**src/rtl/seq_decoder.sv**
```systemverilog
// seq_decoder: maps codes 2,4,6,0,1,3,5,7 back to step indices 0..7,
// acquires lock on in-order runs, flags and counts out-of-order codes.
// Ports: clk, rst (async, active-low), in_valid, in_code[2:0], clr_err;
//        idx[2:0], idx_valid, locked, err, wrap, err_count[ERR_W-1:0].
module seq_decoder #(
  parameter int LOCK_CNT   = 3,
  parameter int UNLOCK_CNT = 2,
  parameter int ERR_W      = 8
) (
  input  logic             clk,
  input  logic             rst,
  input  logic             in_valid,
  input  logic [2:0]       in_code,
  input  logic             clr_err,
  output logic [2:0]       idx,
  output logic             idx_valid,
  output logic             locked,
  output logic             err,
  output logic             wrap,
  output logic [ERR_W-1:0] err_count
);

  typedef enum logic [1:0] {
    HUNT,
    ACQ,
    LOCKED
  } state_t;

  localparam logic [ERR_W-1:0] CNT_MAX = '1;
  localparam logic [2:0] LOCK_N = 3'(LOCK_CNT);
  localparam logic [2:0] UNLK_N = 3'(UNLOCK_CNT);

  state_t state, state_n;

  logic [2:0] exp_q, exp_n;
  logic [2:0] good_q, good_n;
  logic [2:0] miss_q, miss_n;
  logic [2:0] dec, idx_n;
  logic [2:0] good_inc, miss_inc;
  logic       match;
  logic       iv_n, err_n, wrap_n, lock_n;
  logic [ERR_W-1:0] cnt_n;

  always_comb begin
    dec = '0;
    unique case (in_code)
      3'd2: dec = 3'd0;
      3'd4: dec = 3'd1;
      3'd6: dec = 3'd2;
      3'd0: dec = 3'd3;
      3'd1: dec = 3'd4;
      3'd3: dec = 3'd5;
      3'd5: dec = 3'd6;
      3'd7: dec = 3'd7;
    endcase
  end

  assign match    = in_valid && (dec == exp_q);
  assign good_inc = good_q + 3'd1;
  assign miss_inc = miss_q + 3'd1;

  always_comb begin
    state_n = state;
    exp_n   = exp_q;
    good_n  = good_q;
    miss_n  = miss_q;
    idx_n   = idx;
    iv_n    = in_valid;
    err_n   = 1'b0;
    wrap_n  = 1'b0;
    if (in_valid) begin
      idx_n = dec;
      // resync: the next expected step follows whatever arrived
      exp_n = dec + 3'd1;
      unique case (1'b1)
        (state == HUNT): begin
          state_n = ACQ;
          good_n  = '0;
        end
        (state == ACQ): begin
          if (match) begin
            good_n = good_inc;
            if (good_inc == LOCK_N) begin
              state_n = LOCKED;
              miss_n  = '0;
            end
          end else begin
            good_n = '0;
          end
        end
        (state == LOCKED): begin
          if (match) begin
            miss_n = '0;
            wrap_n = (dec == 3'd0);
          end else begin
            err_n  = 1'b1;
            miss_n = miss_inc;
            if (miss_inc == UNLK_N) begin
              state_n = HUNT;
            end
          end
        end
        default: state_n = HUNT;
      endcase
    end
  end

  assign lock_n = (state_n == LOCKED);

  // clear beats a coincident error; the err pulse itself still fires
  always_comb begin
    cnt_n = err_count;
    if (clr_err) begin
      cnt_n = '0;
    end else if (err_n && (err_count != CNT_MAX)) begin
      cnt_n = err_count + ERR_W'(1);
    end
  end

  always_ff @(posedge clk or negedge rst) begin
    if (!rst) begin
      state     <= HUNT;
      exp_q     <= '0;
      good_q    <= '0;
      miss_q    <= '0;
      idx       <= '0;
      idx_valid <= 1'b0;
      locked    <= 1'b0;
      err       <= 1'b0;
      wrap      <= 1'b0;
      err_count <= '0;
    end else begin
      state     <= state_n;
      exp_q     <= exp_n;
      good_q    <= good_n;
      miss_q    <= miss_n;
      idx       <= idx_n;
      idx_valid <= iv_n;
      locked    <= lock_n;
      err       <= err_n;
      wrap      <= wrap_n;
      err_count <= cnt_n;
    end
  end

endmodule
```
**config.mk**
```make
export PLATFORM = sky130hd
export DESIGN_NAME = seq_decoder
export DESIGN_NICKNAME = d
export VERILOG_FILES = /design/src/rtl/seq_decoder.sv
export SDC_FILE = /design/constraint.sdc
export NUM_CORES = 1
export LEC_CHECK = 0
export CAP_MARGIN = 25
export CORE_MARGIN = 5
export CORE_UTILIZATION = 40
export DETAILED_ROUTE_END_ITERATION = 8
export SYNTH_ARGS = -nofsm -noshare
export SYNTH_HDL_FRONTEND = slang
export SYNTH_SLANG_ARGS = --single-unit
```
**constraint.sdc**
```tcl
create_clock -name clk -period 1.6 [get_ports clk]
set_input_delay 0.32 -clock clk [delete_from_list [all_inputs] [get_ports clk]]
set_output_delay 0.32 -clock clk [all_outputs]
set_load 0.005 [all_outputs]
```
==> impl_metrics.yaml <==
routing:
  drtAntennaViolNets: 0
  wl_per_cell_um: 14.4
  dr.pass1.iters: 4
  routed_wl_um: 3630
  drc_errors: 0
  drt-initial-drc-count: 40
  dr_total_vias: 1253
  viasPerCell: 4.95
setup_path:
  crit_path_start_kind: "flop"
  crit_path_max_incr_delay_ps: 380
  crit_fanout: 4
  worstSetupPathDepth: 7
  cp.buffers_inverters: 1
  crit_arrival_ps: 1830
  required_ps: 1770
  crit_chain: "ha_2 -> nand2_2 -> or3_4 -> nand2_4 -> buf_6 -> nor2_4 -> mux2_4"
  crit_family: "simple AND/OR/NAND/NOR gates"
  cp_slowest_cell: "dfrtp_1"
  path_class: "flop to flop"
  worstSetupEndpointType: "flop"
  reg2regPathDepth: 7
floorplan:
  core-area_um2: 3610
  fp.dieH_um: 70.8
  initial_utilization_pct: 40.9
  io_pins: 22
  num_rows: 22
  die_area_um2: 5010
  die_x_um: 70.8
yosys:
  synth_area_leaders: "dfrtp_1, ha_1, mux2_2"
  synth.top_cell.area_share_pct: 44.1
  synth.distinct_cells: 41
  synth_seq_cells: 26
  yosys_warnings: 0
  netlist_instances: 147
  synth_seq_area_share_pct: 44.1
  syn_area_per_cell_um2: 10.0
  synth_fp_nets: 163
  yosysTopAreaCell: "dfrtp_1"
  synth_area_um2: 1480
final_layout:
  seq_area_um2: 652
  mostFrequentLayoutCells: "buf_4, dfrtp_1, nor2_1"
  syn2layout_area_growth_pct: 58.2
  multi_input_area_um2: 928
  stdcell_count: 253
  drive_gt1_share_pct: 42.4
  mostFrequentLayoutCell: "buf_4"
  nFillCells: 277
  fin_nets: 222
  antennaDiodeCount: 0
job:
  drv_cap: 0
global_routing:
  grt_pass1_vias: 1203
  grt_start_max_net_pins: 27
  grtUsageTotal_pct: 13.7
  grt_pass1_wl_um: 5600
  grt_overflow: 0
  antenna_found_initial: 0
min_path:
  hold_class: "primary input to asynchronous set/reset pin"
cts:
  path_clk_slew_ps: 100
  cts_buffers: 3
  cts-root-buf: "clkbuf_8"
  cts_buffer_depth: 2
  cts_tree: "built"
  clk_latency_ps: 270
  h-tree-depth: 1
  cts.sinks: 26
sta:
  fin_skew_ps: 6.24
  relSlewSlack_pct: 74.4
  finalMaxSlewViolations: 0
  period_minus_slack_ps: 1650
  rsz0062_at_grt: "yes"
  setup_slack_ps: -54.2
  period_share_pct: 103
  hold_viol_final: 0
  setup_viol: 7
  tightest_slew_ps: 383
  fmax_mhz: 605
place:
  io_buffers: 21
  placedCellCount: 243
  place_ws_ps: -889
  hpwlAfterDp_um: 2410
  gp_congestion: 0.793
power:
  irDropWorstVdd_uv: 489
  p_leak_uw: 0.00108
  power_density_nw_per_um2: 652
run_status:
  violations: "setup timing"
  status: "finished with violations"
-- per-layer routing --
| layer | GRT usage [%] | wire, um | up-vias |
|---|---|---|---|
| li1 | - | - | 624 |
| met1 | 17.4 | 1580 | 607 |
| met2 | 23.2 | 1880 | 20 |
| met3 | 2.56 | 146 | 2 |
| met4 | 5.01 | 23 | 0 |
| met5 | 0 | 0 | - |
-- through the flow --
stage                     TNS (ps)  utilization, %  hold slack (ps)  cell area (um2)  total power [uW]
after floorplan              -1370               -             24.4             1560               828
after global placement      -15940            56.6              503             2040               933
after detailed placement    -16650            56.6              502             2040               938
after CTS                     -391            60.4              415             2180              1520
after global routing          -436            64.8              416             2340              1590
final                         -156            64.8              413             2340              1520
-- synth_stat cells --
library cell,instances
a211o_1,1
a21oi_1,10
a21oi_2,1
and2_1,1
and3_1,1
and4_1,1
buf_4,1
buf_6,1
buf_8,1
clkbuf_1,2
dfrtp_1,26
ha_1,9
inv_1,8
mux2_2,6
mux2_4,1
mux2i_1,1
nand2_1,12
nand2_4,1
nand2b_1,7
nand3_1,3
nand3_2,1
nand4_1,2
nor2_1,16
nor2_2,1
nor2b_1,3
nor2b_2,1
nor2b_4,1
nor3_1,3
nor4_1,2
nor4b_2,1
o21ai_0,2
o21ai_1,2
o21bai_1,2
o22ai_1,1
o2bb2ai_1,2
o31ai_1,2
o31ai_4,1
or3_1,3
or4_1,2
xnor2_1,3
xor2_1,2
-- layout make-up --
class | count | share of cell area [%]
clock inverter | 1 | 1.29
sequential | 26 | 27.9
multi-input combinational | 108 | 39.7
timing repair buffer | 59 | 24.6
inverter | 8 | 2.14
tap | 48 | 2.57
clock buffer | 3 | 1.77
-- kinds of logic (layout without fill, tap and decap cells) --
kind of cell	count (synthesis)	in the layout	share of synthesized area, %
flops	26	26	44.1
buf+inv	13	71	4.83
compound gates	24	24	11.0
mux	8	8	6.27
fa+ha+maj	9	9	7.63
xor+xnor	5	5	2.97
simple gates	62	62	23.2
-- power by group --
| group | internal (uW) | switching [uW] | total [uW] |
|---|---|---|---|
| Combinational | 144 | 122 | 266 |
| Clock | 335 | 221 | 555 |
| Sequential | 683 | 18.4 | 701 |
| Total | 1160 | 361 | 1520 |
-- worst register-to-register path, cell delays in order (launching register included) --
cell	delay, ps
dfrtp_1	380
ha_2	200
nand2_2	70
or3_4	380
nand2_4	100
buf_6	100
nor2_4	30
mux2_4	280
-- sequential cells by signal, summed over array words and instances, names as in the netlist --
name	cells
wrap	1
idx	3
good_q	3
state	2
err	1
miss_q	3
err_count	8
locked	1
exp_q	3
idx_valid	1
-- final timing paths --
kind                                     startpoint                  endpoint  slack [ps]
setup / recovery           err_count[1]$_DFFE_PN0P_  err_count[0]$_DFFE_PN0P_         -50
hold / removal                                  rst  err_count[0]$_DFFE_PN0P_         410
setup reg to reg           err_count[1]$_DFFE_PN0P_  err_count[0]$_DFFE_PN0P_         -50
hold reg to reg                  idx[2]$_DFFE_PN0P_        idx[2]$_DFFE_PN0P_         520
max in group asynchronous                       rst        state[0]$_DFF_PN0_         900
min in group clk                         in_code[0]        idx[2]$_DFFE_PN0P_         420
-- timing repair --
item / in CTS / in global routing
setup endpoints to repair: 23 / 23
gates resized for setup: 21 / 36
gates cloned: 1 / 0
hold buffers: 0 / 0
buffers inserted: 2 / 3
pin swaps: 7 / 11
(Power assumes the default switching activity.)
